--- config.mk ---
export PLATFORM = sky130hd
export DESIGN_NAME = time_set_ctrl
export DESIGN_NICKNAME = d
export VERILOG_FILES = /design/src/rtl/time_set_ctrl.sv
export SDC_FILE = /design/constraint.sdc
export NUM_CORES = 1
export LEC_CHECK = 0
export CORE_ASPECT_RATIO = 0.8
export CORE_MARGIN = 5
export CORE_UTILIZATION = 35
export CTS_CLUSTER_DIAMETER = 150
export DETAILED_ROUTE_END_ITERATION = 8
export SLEW_MARGIN = 5
export SYNTH_ARGS = -nofsm -noshare
export SYNTH_HDL_FRONTEND = slang
export SYNTH_SLANG_ARGS = --single-unit
--- constraint.sdc ---
create_clock -name clkout -period 2.6 [get_ports clkout]
set_clock_uncertainty 0.15 [all_clocks]
set_input_delay 0.39 -clock clkout [delete_from_list [all_inputs] [get_ports clkout]]
set_output_delay 0.39 -clock clkout [all_outputs]
set_load 0.005 [all_outputs]
--- src/rtl/time_set_ctrl.sv ---
// Settable H:M:S timekeeper: three debounced pushbuttons drive a RUN/SET_H/SET_M/SET_S
// mode FSM that either advances time once per TICK_DIV cycles or edits one field.
module time_set_ctrl #(
    parameter int TICK_DIV   = 1000,
    parameter int DEB_CYCLES = 20,
    parameter int BLINK_DIV  = 250
) (
    input  logic       clkout,
    input  logic       rst,
    input  logic       btn_mode,
    input  logic       btn_up,
    input  logic       btn_down,
    output logic [4:0] H,
    output logic [5:0] M,
    output logic [5:0] S,
    output logic [1:0] mode,
    output logic       blink
);

    localparam int TW = $clog2(TICK_DIV);
    localparam int DW = $clog2(DEB_CYCLES + 1);
    localparam int BW = $clog2(BLINK_DIV + 1);

    localparam int BTN_MODE = 0;
    localparam int BTN_UP   = 1;
    localparam int BTN_DOWN = 2;

    typedef enum logic [1:0] {
        RUN   = 2'd0,
        SET_H = 2'd1,
        SET_M = 2'd2,
        SET_S = 2'd3
    } mode_e;

    logic [2:0]    btn_raw;
    logic [2:0]    sync1_q, sync2_q;
    logic [2:0]    deb_q, deb_d, deb_prev_q, press_q;
    logic [DW-1:0] deb_cnt_q [3];
    logic [DW-1:0] deb_cnt_d [3];

    mode_e         state_q, state_d;
    logic [4:0]    h_q, h_d;
    logic [5:0]    m_q, m_d, s_q, s_d;
    logic [TW-1:0] tick_q, tick_d;
    logic [BW-1:0] bcnt_q, bcnt_d;
    logic          blink_q, blink_d;
    logic          mode_p, up_p, dn_p;

    assign btn_raw = {btn_down, btn_up, btn_mode};

    // Debounce: a level change is accepted after DEB_CYCLES consecutive disagreeing samples.
    always_comb begin
        for (int i = 0; i < 3; i++) begin
            deb_d[i]     = deb_q[i];
            deb_cnt_d[i] = '0;
            if (sync2_q[i] != deb_q[i]) begin
                if (deb_cnt_q[i] == DW'(DEB_CYCLES - 1))
                    deb_d[i] = sync2_q[i];
                else
                    deb_cnt_d[i] = deb_cnt_q[i] + 1'b1;
            end
        end
    end

    assign mode_p = press_q[BTN_MODE];
    assign up_p   = press_q[BTN_UP] & ~press_q[BTN_DOWN] & ~mode_p;
    assign dn_p   = press_q[BTN_DOWN] & ~press_q[BTN_UP] & ~mode_p;

    always_comb begin
        // NOTE: every combinational output gets a default first so no path infers a latch.
        state_d = state_q;
        h_d     = h_q;
        m_d     = m_q;
        s_d     = s_q;
        tick_d  = tick_q;
        bcnt_d  = bcnt_q;
        blink_d = blink_q;

        if (mode_p) begin
            unique case (state_q)
                RUN:     state_d = SET_H;
                SET_H:   state_d = SET_M;
                SET_M:   state_d = SET_S;
                default: state_d = RUN;
            endcase
        end

        if (state_q == RUN) begin
            bcnt_d  = '0;
            blink_d = 1'b0;
            if (tick_q == TW'(TICK_DIV - 1)) begin
                tick_d = '0;
                if (s_q == 6'd59) begin
                    s_d = '0;
                    if (m_q == 6'd59) begin
                        m_d = '0;
                        h_d = (h_q == 5'd23) ? 5'd0 : h_q + 5'd1;
                    end else begin
                        m_d = m_q + 6'd1;
                    end
                end else begin
                    s_d = s_q + 6'd1;
                end
            end else begin
                tick_d = tick_q + 1'b1;
            end
        end else begin
            tick_d = '0;
            if (bcnt_q == BW'(BLINK_DIV - 1)) begin
                bcnt_d  = '0;
                blink_d = ~blink_q;
            end else begin
                bcnt_d = bcnt_q + 1'b1;
            end
            unique case (state_q)
                SET_H: begin
                    if (up_p) h_d = (h_q == 5'd23) ? 5'd0 : h_q + 5'd1;
                    if (dn_p) h_d = (h_q == 5'd0) ? 5'd23 : h_q - 5'd1;
                end
                SET_M: begin
                    if (up_p) m_d = (m_q == 6'd59) ? 6'd0 : m_q + 6'd1;
                    if (dn_p) m_d = (m_q == 6'd0) ? 6'd59 : m_q - 6'd1;
                end
                default: begin
                    if (up_p) s_d = (s_q == 6'd59) ? 6'd0 : s_q + 6'd1;
                    if (dn_p) s_d = (s_q == 6'd0) ? 6'd59 : s_q - 6'd1;
                end
            endcase
        end

        // Any mode change restarts the blink phase with the field visible.
        if (mode_p) begin
            bcnt_d  = '0;
            blink_d = 1'b0;
        end
    end

    always_ff @(posedge clkout or posedge rst) begin
        if (rst) begin
            sync1_q    <= '0;
            sync2_q    <= '0;
            deb_q      <= '0;
            deb_prev_q <= '0;
            press_q    <= '0;
            for (int i = 0; i < 3; i++) deb_cnt_q[i] <= '0;
            state_q    <= RUN;
            h_q        <= '0;
            m_q        <= '0;
            s_q        <= '0;
            tick_q     <= '0;
            bcnt_q     <= '0;
            blink_q    <= 1'b0;
        end else begin
            // NOTE: non-blocking assignments so every flop samples pre-edge values.
            sync1_q    <= btn_raw;
            sync2_q    <= sync1_q;
            deb_q      <= deb_d;
            deb_prev_q <= deb_q;
            press_q    <= deb_q & ~deb_prev_q;
            for (int i = 0; i < 3; i++) deb_cnt_q[i] <= deb_cnt_d[i];
            state_q    <= state_d;
            h_q        <= h_d;
            m_q        <= m_d;
            s_q        <= s_d;
            tick_q     <= tick_d;
            bcnt_q     <= bcnt_d;
            blink_q    <= blink_d;
        end
    end

    assign H     = h_q;
    assign M     = m_q;
    assign S     = s_q;
    assign mode  = state_q;
    assign blink = blink_q;

endmodule

==> Word level (Yosys, flattened, before mapping) <==
Cells that the tools add are included.
{ "word_totals": {"reg_bits": 68, "inputBits": 5, "elab_cells": 109} }
{ "op_classes": {"n_addsub": 11, "eq_ne": 17, "n_mux": 39, "n_bitwise": 10, "n_reduce_logical": 15} }
{ "op_table": {"columns": ["operator", "count"], "rows": [
  ["$mux W6", 15],
  ["$mux W5", 15],
  ["$mux W8", 3],
  ["$add A5 B1 Y5 const B", 4],
  ["$eq A5 B5 Y1 const B", 4],
  ["$mux W10", 2],
  ["$add A6 B1 Y6 const B", 2],
  ["$eq A6 B6 Y1 const B", 2],
  ["$logic_not A6 Y1", 2],
  ["$sub A6 B1 Y6 const B", 2],
  ["$add A10 B1 Y10 const B", 1],
  ["$eq A10 B10 Y1 const B", 1],
  ["$add A8 B1 Y8 const B", 1],
  ["$eq A8 B8 Y1 const B", 1],
  ["$ne A2 B1 Y1 const B", 4],
  ["$pmux W2 S3", 1],
  ["$reduce_and A2 Y1", 3],
  ["$reduce_bool A3 Y1", 2],
  ["$logic_not A5 Y1", 1],
  ["$reduce_and A5 Y1", 1],
  ["$sub A5 B1 Y5 const B", 1],
  ["$and A1 B1 Y1", 4],
  ["$not A1 Y1", 4],
  ["$reduce_and A4 Y1", 1],
  ["other kinds (10)", 15]
]} }

==> Depth between registers and ports, before layout <==
Gate-level depths: netlist of the first run.
{ "logic_depth": {"ltp_word": 7, "depth_mapped": 9} }

==> Worst setup path after synthesis of the first run <==
No wires, ideal clock.
{ "synth_timing": {"kind": "register to register", "start": "register state_q[0], in the netlist mode[0]", "end": "register h_q[4], in the netlist H[4]", "setup_time_ps": 127, "arrival_time_ps": 1907, "path_slack_ps": 416, "path_stages_with_launch": 9, "period_less_slack_ps": 2184, "path_cell_list": "dfrtp_1 > inv_1 > ha_1 > buf_2 > or4b_4 > or3_1 > a21oi_1 > mux2_1 > a31oi_1"} }
{ "synth_via": {"elab_chain_cells": 3, "word_cells_on_any_way": 9} }
{ "synth_lines": {"columns": ["element", "line", "rtl"], "rows": [
  ["start, declared", "41", "mode_e state_q, state_d;"],
  ["start signal, assigned", "161", "state_q <= state_d;"],
  ["$logic_not A2 Y1 / $eq A2 B1 Y1 (equally long branches)", "88, 115", null],
  ["$ne A2 B1 Y1 (no source line), or another cell as far along", null, null],
  ["$reduce_and A5 Y1 (no source line)", null, null],
  ["end signal, assigned", "147", "h_q <= '0;"],
  ["end signal, assigned", "162", "h_q <= h_d;"],
  ["end, declared", "42", "logic [4:0] h_q, h_d;"]
]} }
Several ways; a longest one is shown, not always the timed one.
A chain may end at the register's enable or synchronous reset.

==> Final worst setup path of the first run <==
{ "layout_timing": {"start": "register state_q[1], in the netlist mode[1]", "end": "register h_q[4], in the netlist H[4]"} }
Same word-level chain as after synthesis.

==> results of run 1 <==
cell type report:
cell class | instances | area (um^2) | area share, %
sequential | 68 | 1700 | 39.5
inverter | 17 | 63.8 | 1.48
clock inverter | 6 | 66.3 | 1.54
timing repair buffer | 32 | 313 | 7.27
multi-input combinational | 270 | 1760 | 40.9
tap | 140 | 175 | 4.07
clock buffer | 9 | 225 | 5.23
flip-flops by register name, summed over array words and instances (netlist names), 5 cells and up:
name / cells
deb_cnt_q: 15
tick_q: 10
bcnt_q: 8
M: 6
S: 6
H: 5
per-layer routing:
metal  vias to the layer above  routed length [um]  global-route usage [%]
met4                         0                 102                    4.34
met2                        51                2970                    17.3
met1                      1241                3360                    17.3
li1                       1344                   -                       -
met5                         -                   0                       0
met3                        10                 399                    4.49
metrics by stage:
stage	hold slack (ns)	util [%]	setup WS (ns)
2_1_floorplan	0.181	-	0.348
3_3_place_gp	0.182	39.5	0.298
3_5_place_dp	0.185	39.5	0.261
4_1_cts	0.198	42.4	0.237
5_1_grt	0.221	42.4	0.0586
6_report	0.197	42.4	0.244
report_power, final:
| group | internal [W] | switching, W | leakage [nW] |
|---|---|---|---|
| clock network | 0.000735 | 0.000447 | 0.134 |
| logic | 0.0000461 | 0.0000521 | 0.750 |
| registers | 0.00110 | 0.0000437 | 0.915 |
| total | 0.00188 | 0.000542 | 1.80 |
kinds of logic after synthesis:
kind of cell	Yosys count	share of synthesized area (%)
AOI/OAI and AO/OA	77	13.8
xor gates and xnor gates	27	6.56
adders and majority gates	17	5.90
buffers and inverters	31	3.99
DFF	68	47.2
muxes	8	2.50
and+or+nand+nor	141	20.0
worst paths after layout:
kind | end | cells past startpoint | slack [ns]
hold reg to reg | sync2_q[2]$_DFF_PP0_ | 0 | 0.20
hold / removal | sync2_q[2]$_DFF_PP0_ | 0 | 0.20
setup reg to reg | H[4]$_DFFE_PP0P_ | 7 | 0.24
min in group asynchronous | deb_cnt_q[8]$_DFF_PP0_ | 3 | 0.29
max in group asynchronous | H[4]$_DFFE_PP0P_ | 3 | 1.71
setup / recovery | H[4]$_DFFE_PP0P_ | 7 | 0.24
worst register-to-register path: stages, from the launching register on:
cell and delay [ns]:
sky130_fd_sc_hd__dfrtp_1 0.37, sky130_fd_sc_hd__inv_1 0.08, sky130_fd_sc_hd__ha_1 0.24, sky130_fd_sc_hd__or4b_4 0.66, sky130_fd_sc_hd__or3_1 0.42, sky130_fd_sc_hd__a21oi_1 0.13
sky130_fd_sc_hd__mux2_1 0.14, sky130_fd_sc_hd__a31oi_1 0.04
layout by cell type (no fill, tap or decap), types with 3 or more instances in the layout:
cell type,instances
sky130_fd_sc_hd__a21oi_1,19
sky130_fd_sc_hd__a22oi_1,3
sky130_fd_sc_hd__a31oi_1,4
sky130_fd_sc_hd__and2_1,4
sky130_fd_sc_hd__and3_1,3
sky130_fd_sc_hd__buf_4,7
sky130_fd_sc_hd__clkbuf_16,9
sky130_fd_sc_hd__clkdlybuf4s50_1,24
sky130_fd_sc_hd__clkinvlp_4,3
sky130_fd_sc_hd__dfrtp_1,68
sky130_fd_sc_hd__ha_1,17
sky130_fd_sc_hd__inv_1,15
sky130_fd_sc_hd__mux2_2,7
sky130_fd_sc_hd__nand2_1,29
sky130_fd_sc_hd__nand2b_1,3
sky130_fd_sc_hd__nand3_1,13
sky130_fd_sc_hd__nand4_1,5
sky130_fd_sc_hd__nand4b_1,3
sky130_fd_sc_hd__nor2_1,48
sky130_fd_sc_hd__nor2b_1,7
sky130_fd_sc_hd__nor3_1,8
sky130_fd_sc_hd__nor3b_1,4
sky130_fd_sc_hd__o21a_1,3
sky130_fd_sc_hd__o21ai_0,16
sky130_fd_sc_hd__o21ai_1,13
sky130_fd_sc_hd__xnor2_1,18
sky130_fd_sc_hd__xor2_1,9
==> results_tabular.tex, run 1 <==
\begin{tabular}{lr}
\hline
Metric & Value \\
\hline
\multicolumn{2}{l}{\textbf{Outcome}} \\
\quad Run status & complete, no violations \\
\multicolumn{2}{l}{\textbf{Detailed routing}} \\
\quad Routed wirelength normalized by instance count & 12.6 um \\
\quad Via count & about 2600 \\
\quad Initial drt markers & 206 \\
\quad DRC violation count after routing & 0 \\
\quad Post-DRT Antenna Nets & 0 \\
\quad First-pass iteration count of the detailed router & 4 \\
\quad Wire length after detailed routing & about 7000 um \\
\quad Avg Vias per Cell & around 4.9 \\
\multicolumn{2}{l}{\textbf{Worst setup path}} \\
\quad Category of cells accounting for the largest share of critical-path delay & simple AND/OR/NAND/NOR gates \\
\quad Max stage delay cell, worst path & sky130\_fd\_sc\_hd\_\_or4b\_4 \\
\quad Arrival time of the worst setup path & 2.41 ns \\
\quad Endpoint class of the critical path & register \\
\quad Ordered list of cells on the worst path & inv\_1 -> ha\_1 -> or4b\_4 -> or3\_1 -> a21oi\_1 -> mux2\_1 -> a31oi\_1 \\
\quad Launch point of the worst path & mode[1]\$\_DFFE\_PP0P\_ \\
\quad Worst r2r src & mode[1]\$\_DFFE\_PP0P\_ \\
\quad Slowest stage delay, CP & around 0.66 ns \\
\quad Maximum fanout along the worst path & 23 \\
\quad Kind of critical path & reg -> reg \\
\quad Crit path launch type & register \\
\quad Buf/Inv on CP & 1 \\
\quad Required time of the worst setup path & about 2.7 ns \\
\multicolumn{2}{l}{\textbf{Logic synthesis}} \\
\quad Top-count cell post-synth & sky130\_fd\_sc\_hd\_\_dfrtp\_1 \\
\quad Dominant cells by area after synthesis & sky130\_fd\_sc\_hd\_\_dfrtp\_1 47\%, sky130\_fd\_sc\_hd\_\_ha\_1 5.9\%, sky130\_fd\_sc\_hd\_\_nor2\_1 5.0\% \\
\quad Post-synthesis register bit count & 68 \\
\quad Post-synth ARST share & 100\% \\
\quad Most instantiated cells after synthesis & 68 x sky130\_fd\_sc\_hd\_\_dfrtp\_1, 48 x sky130\_fd\_sc\_hd\_\_nor2\_1, 29 x sky130\_fd\_sc\_hd\_\_nand2\_1, 19 x sky130\_fd\_sc\_hd\_\_a21oi\_1, 18 x sky130\_fd\_sc\_hd\_\_xnor2\_1 \\
\quad Area fraction of the dominant cell type after synthesis & between 40\% and 50\% \\
\quad Number of instances in the synthesized netlist & 369 \\
\quad Post-synth net total & about 390 \\
\quad Library cell with the largest summed area after synthesis & sky130\_fd\_sc\_hd\_\_dfrtp\_1 \\
\quad Main flop type after synthesis & sky130\_fd\_sc\_hd\_\_dfrtp\_1 \\
\quad Mean instance size in the synthesized netlist & slightly below 10 um\^{}2 \\
\quad Count of cell types in the netlist & 55 \\
\quad Synth warnings & 0 \\
\quad Register area share after synthesis & a little under half \\
\quad EDFF count, synth & 0 \\
\quad Netlist area before placement & approximately 3600 um\^{}2 \\
\multicolumn{2}{l}{\textbf{Global route}} \\
\quad Wire length of the first global-routing pass & 12100 um \\
\quad Number of antenna violations at the first check in global routing & 0 \\
\quad Vias in the first global route & between 2000 and 3000 \\
\quad Maximum number of pins on one net before global-route repair & 69 \\
\quad Total overflow reported by the global router & 0 \\
\quad GR Util All Layers & 12.3\% \\
\multicolumn{2}{l}{\textbf{Min path}} \\
\quad Start point of the worst hold path & sync1\_q[2]\$\_DFF\_PP0\_ \\
\quad Min-delay worst type & reg -> reg \\
\multicolumn{2}{l}{\textbf{STA}} \\
\quad Pins Over Slew Limit & 0 \\
\quad Clock period minus worst slack & between 2 and 2.5 ns \\
\quad Period utilization & about nine tenths \\
\quad Setup repair after global routing missed its margin & no \\
\quad Maximum clock rate & 424 MHz \\
\quad Setup Viol. Count Final & 0 \\
\quad Total negative slack & 0 ns \\
\quad Fin. Hold Viols & 0 \\
\quad Transition time of the tightest slew-check pin & 0.569 ns \\
\quad Worst slew margin relative to its limit & 61.8\% \\
\multicolumn{2}{l}{\textbf{Power}} \\
\quad Max rail drop VDD & 364 uV \\
\quad PwrDens & between 500 and 600 nW/um\^{}2 \\
\quad Total leakage power & between 1.5 and 2 nW \\
\quad Total power after layout & between 0.002 and 0.0025 W \\
\multicolumn{2}{l}{\textbf{Floorplanning}} \\
\quad Core region area & approximately 10000 um\^{}2 \\
\quad DIE HEIGHT & $\sim$100 um \\
\quad Initial standard-cell utilization of the core & 35.5\% \\
\quad Die Footprint & around 12000 um\^{}2 \\
\quad Top-level I/O count & 25 \\
\quad Row cnt & 33 \\
\quad Die outline width & approximately 120 um \\
\multicolumn{2}{l}{\textbf{Clock network}} \\
\quad Resized Gates After CTS & 0 \\
\quad H-Tree Depth & 3 \\
\quad Clock-pin transition on the worst setup and hold timing paths & roughly 0.06 ns \\
\quad CTS Buffer Depth & 2 \\
\quad Sinks on Clock Net & a little under 70 \\
\quad Post-CTS setup buffer count & 0 \\
\quad Clock root cell & sky130\_fd\_sc\_hd\_\_clkbuf\_16 \\
\quad Source-to-sink clock delay at the later pin of the worst-skew pair & approximately 0.34 ns \\
\quad Hold buffer count at cts & 0 \\
\quad Total clock buffers created by CTS & 9 \\
\quad TritonCTS clock tree & built \\
\multicolumn{2}{l}{\textbf{Flow run}} \\
\quad Max-cap violations & 0 \\
\multicolumn{2}{l}{\textbf{Place}} \\
\quad Placed wire-length estimate & between 4000 and 5000 um \\
\quad Port Buf Inserts & 24 \\
\quad Placed instance count & between 500 and 600 \\
\quad Last weighted congestion value of the routability-driven placer & 0.830 \\
\quad Placement-stage cell area & 4010 um\^{}2 \\
\multicolumn{2}{l}{\textbf{Finish}} \\
\quad Final design area excluding fillers & about 4300 um\^{}2 \\
\quad Layout overhead on the synthesized area & 19.4\% \\
\quad Final net count & 420 \\
\quad Filler cell count in the final layout & between 900 and 1000 \\
\quad Total inserted antenna cells & 0 \\
\quad Share of final-layout standard cells stronger than drive strength 1 & 9.45\% \\
\quad Non-Filler Instances & around 540 \\
\hline
\end{tabular}
Note: power is estimated with default switching activity, not from simulation.
==> run 2, diff against run 1 <==
Settings changed: CAP_MARGIN from default to 5, CELL_PAD_IN_SITES_DETAIL_PLACEMENT from default to 1, CELL_PAD_IN_SITES_GLOBAL_PLACEMENT from default to 2, CTS_CLUSTER_SIZE from default to 20, PLACE_DENSITY_LB_ADDON from default to 0.1.
==> run 2 against run 1 <==
Critical path type unchanged; largest cell class unchanged; routed wire length grew 20%; clock power hardly changed; sequential share of layout area down 0.39 points; count of clock-buffer cells in the layout up 1; first-iteration DRC count down 35%; final area is 0.99% higher; setup slack improved by 0.0079 ns; combinational power grew 4%; cell count grew 1.3%; die area stayed put; hold slack got worse by 0.043 ns; via count is 4.3% higher.
==> results_tabular.tex, run 2 (same netlist as run 1, synthesis figures left out) <==
\begin{tabular}{lr}
\hline
Metric & Value \\
\hline
\multicolumn{2}{l}{\textbf{Global route}} \\
\quad Total overflow reported by the global router & 0 \\
\quad Number of antenna violations at the first check in global routing & 0 \\
\quad Vias in the first global route & between 2000 and 3000 \\
\quad Maximum number of pins on one net before global-route repair & 28 \\
\quad GR Util All Layers & between 10\% and 20\% \\
\quad Wire length of the first global-routing pass & roughly 14000 um \\
\multicolumn{2}{l}{\textbf{Worst setup path}} \\
\quad Ordered list of cells on the worst path & inv\_1 -> ha\_2 -> or4b\_4 -> or3\_1 -> a21oi\_1 -> mux2\_1 -> a31oi\_1 \\
\quad Endpoint class of the critical path & register \\
\quad Buf/Inv on CP & 1 \\
\quad Category of cells accounting for the largest share of critical-path delay & simple AND/OR/NAND/NOR gates \\
\quad Required time of the worst setup path & roughly 2.7 ns \\
\quad Internal reg-to-reg setup slack & around 0.25 ns \\
\quad Kind of critical path & reg -> reg \\
\quad Crit path launch type & register \\
\quad Arrival time of the worst setup path & $\sim$2.4 ns \\
\quad Maximum fanout along the worst path & 18 \\
\quad Slowest stage delay, CP & between 0.6 and 0.7 ns \\
\quad Max stage delay cell, worst path & sky130\_fd\_sc\_hd\_\_or4b\_4 \\
\multicolumn{2}{l}{\textbf{Floorplanning}} \\
\quad Initial standard-cell utilization of the core & a little over a third \\
\quad Row cnt & 33 \\
\quad Core region area & 10200 um\^{}2 \\
\quad Die outline width & roughly 120 um \\
\quad DIE HEIGHT & just over 100 um \\
\quad Die Footprint & $\sim$12000 um\^{}2 \\
\quad Top-level I/O count & 25 \\
\multicolumn{2}{l}{\textbf{Detailed routing}} \\
\quad Via count & roughly 2800 \\
\quad First-pass iteration count of the detailed router & 4 \\
\quad Avg Vias per Cell & a little over 5 \\
\quad DRC violation count after routing & 0 \\
\quad Wire length after detailed routing & between 8000 and 9000 um \\
\quad Initial drt markers & 134 \\
\quad Post-DRT Antenna Nets & 0 \\
\quad Routed wirelength normalized by instance count & 14.9 um \\
\multicolumn{2}{l}{\textbf{Finish}} \\
\quad Most flops, register & deb\_cnt\_q \\
\quad Most frequent cells in the layout & 68 x sky130\_fd\_sc\_hd\_\_dfrtp\_1, 48 x sky130\_fd\_sc\_hd\_\_nor2\_1, 29 x sky130\_fd\_sc\_hd\_\_nand2\_1 \\
\quad Non-Filler Instances & between 500 and 600 \\
\quad Number of flip-flops in the largest register & 15 \\
\quad Area occupied by multi-input gates & approximately 1800 um\^{}2 \\
\quad Filler cell count in the final layout & $\sim$1200 \\
\quad Largest registers ranked by flip-flop count & deb\_cnt\_q x15, tick\_q x10, bcnt\_q x8 \\
\quad Share of final-layout standard cells stronger than drive strength 1 & a little under an eighth \\
\quad Most frequent standard cell in the layout excluding fill and tap cells & sky130\_fd\_sc\_hd\_\_dfrtp\_1 \\
\quad Final net count & 427 \\
\quad Total inserted antenna cells & 0 \\
\quad Area used by sequential logic in the layout & 1700 um\^{}2 \\
\quad Layout overhead on the synthesized area & 20.6\% \\
\multicolumn{2}{l}{\textbf{Power}} \\
\quad PwrDens & 559 nW/um\^{}2 \\
\quad Switching Fraction & 22.6\% \\
\quad Net switching power & roughly 0.00055 W \\
\quad Total power after layout & approximately 0.0024 W \\
\quad Cell-internal power & $\sim$0.0019 W \\
\quad Total leakage power & between 1.5 and 2 nW \\
\quad Max rail drop VDD & $\sim$360 uV \\
\quad Relative contribution of combinational cells to total power & 4.2\% \\
\quad Power share of the clock group & between 40\% and 50\% \\
\quad Sequential fraction of design power & 47.2\% \\
\multicolumn{2}{l}{\textbf{Place}} \\
\quad Last weighted congestion value of the routability-driven placer & between 0.7 and 0.8 \\
\quad Worst slack at placement & 0.0341 ns \\
\quad Placed wire-length estimate & $\sim$5900 um \\
\quad Placed instance count & 534 \\
\quad Port Buf Inserts & 24 \\
\multicolumn{2}{l}{\textbf{Clock network}} \\
\quad Hold buffer count at cts & 0 \\
\quad Clock root cell & sky130\_fd\_sc\_hd\_\_clkbuf\_16 \\
\quad Clock-pin transition on the worst setup and hold timing paths & 0.06 ns \\
\quad Source-to-sink clock delay at the later pin of the worst-skew pair & approximately 0.33 ns \\
\quad TritonCTS clock tree & built \\
\quad CTS Buffer Depth & 2 \\
\quad H-Tree Depth & 3 \\
\quad Sinks on Clock Net & 68 \\
\quad Total clock buffers created by CTS & 9 \\
\multicolumn{2}{l}{\textbf{Min path}} \\
\quad Min-delay worst type & in -> async \\
\multicolumn{2}{l}{\textbf{STA}} \\
\quad Maximum clock rate & roughly 430 MHz \\
\quad Setup Viol. Count Final & 0 \\
\quad Slack of the critical path & 0.252 ns \\
\quad Worst slew margin relative to its limit & approximately three fifths \\
\quad Setup repair after global routing missed its margin & no \\
\quad Fin. Hold Viols & 0 \\
\quad Pins Over Slew Limit & 0 \\
\quad Clock period minus worst slack & around 2.3 ns \\
\quad Period utilization & 90.3\% \\
\quad Transition time of the tightest slew-check pin & $\sim$0.60 ns \\
\quad Total negative slack & 0 ns \\
\multicolumn{2}{l}{\textbf{Flow run}} \\
\quad Max-cap violations & 0 \\
\multicolumn{2}{l}{\textbf{Outcome}} \\
\quad Run status & complete, no violations \\
\hline
\end{tabular}
[run 2: cell types whose count changed in the layout (fill, tap and decap cells not counted), sizes merged]
cell,previous run,this run
clkinv,3,5
clkinvlp,3,0
clkbuf,9,10
buf,8,15
[run 2: power groups by stage]
stage / registers, W / logic [W] / clock network, W
floorplan: 0.00115 / 0.0000745 / 0
global placement: 0.00117 / 0.000102 / 0
detailed placement: 0.00117 / 0.000106 / 0
CTS: 0.00115 / 0.000107 / 0.00122
global route: 0.00115 / 0.000120 / 0.00128
finish: 0.00115 / 0.000102 / 0.00118
[run 2: routing by layer]
metal	GRT usage [%]	part of all wire, %	vias to the layer above	routed length [um]
met5	0	0	-	0
met1	19.2	49	1362	4030
met3	4.10	3.4	8	277
li1	-	-	1357	-
met2	22.6	47	33	3820
met4	4.60	1.0	0	85
[run 2: final timing paths]
path / from / to / cells after the start
max: mode[1]$_DFFE_PP0P_ / H[4]$_DFFE_PP0P_ / 7
min: rst / deb_prev_q[1]$_DFF_PP0_ / 2
max reg2reg: mode[1]$_DFFE_PP0P_ / H[4]$_DFFE_PP0P_ / 7
min reg2reg: sync1_q[1]$_DFF_PP0_ / sync2_q[1]$_DFF_PP0_ / 0
max in group asynchronous: rst / H[4]$_DFFE_PP0P_ / 3
min in group clkout: sync1_q[1]$_DFF_PP0_ / sync2_q[1]$_DFF_PP0_ / 0
[run 2: timing repair]
action	in CTS	in global routing
buffers inserted	0	0
setup endpoints to repair	0	15
resized for setup	0	3
[run 2: layout make-up]
| cell class | instances | area share, % |
|---|---|---|
| Clock buffer | 10 | 5.27 |
| Inverter | 17 | 1.47 |
| Multi-Input combinational cell | 270 | 40.7 |
| Sequential cell | 68 | 39.1 |
| Clock inverter | 5 | 1.24 |
| Timing Repair Buffer | 39 | 8.12 |
| Tap cell | 140 | 4.03 |
[run 2: metrics by stage]
stage	hold slack [ns]	area (um^2)	util (%)
3_3_place_gp	0.183	4050	39.9
3_5_place_dp	0.186	4050	39.9
2_1_floorplan	0.181	3610	-
5_1_grt	0.171	4350	42.8
6_report	0.154	4350	42.8
4_1_cts	0.156	4340	42.7
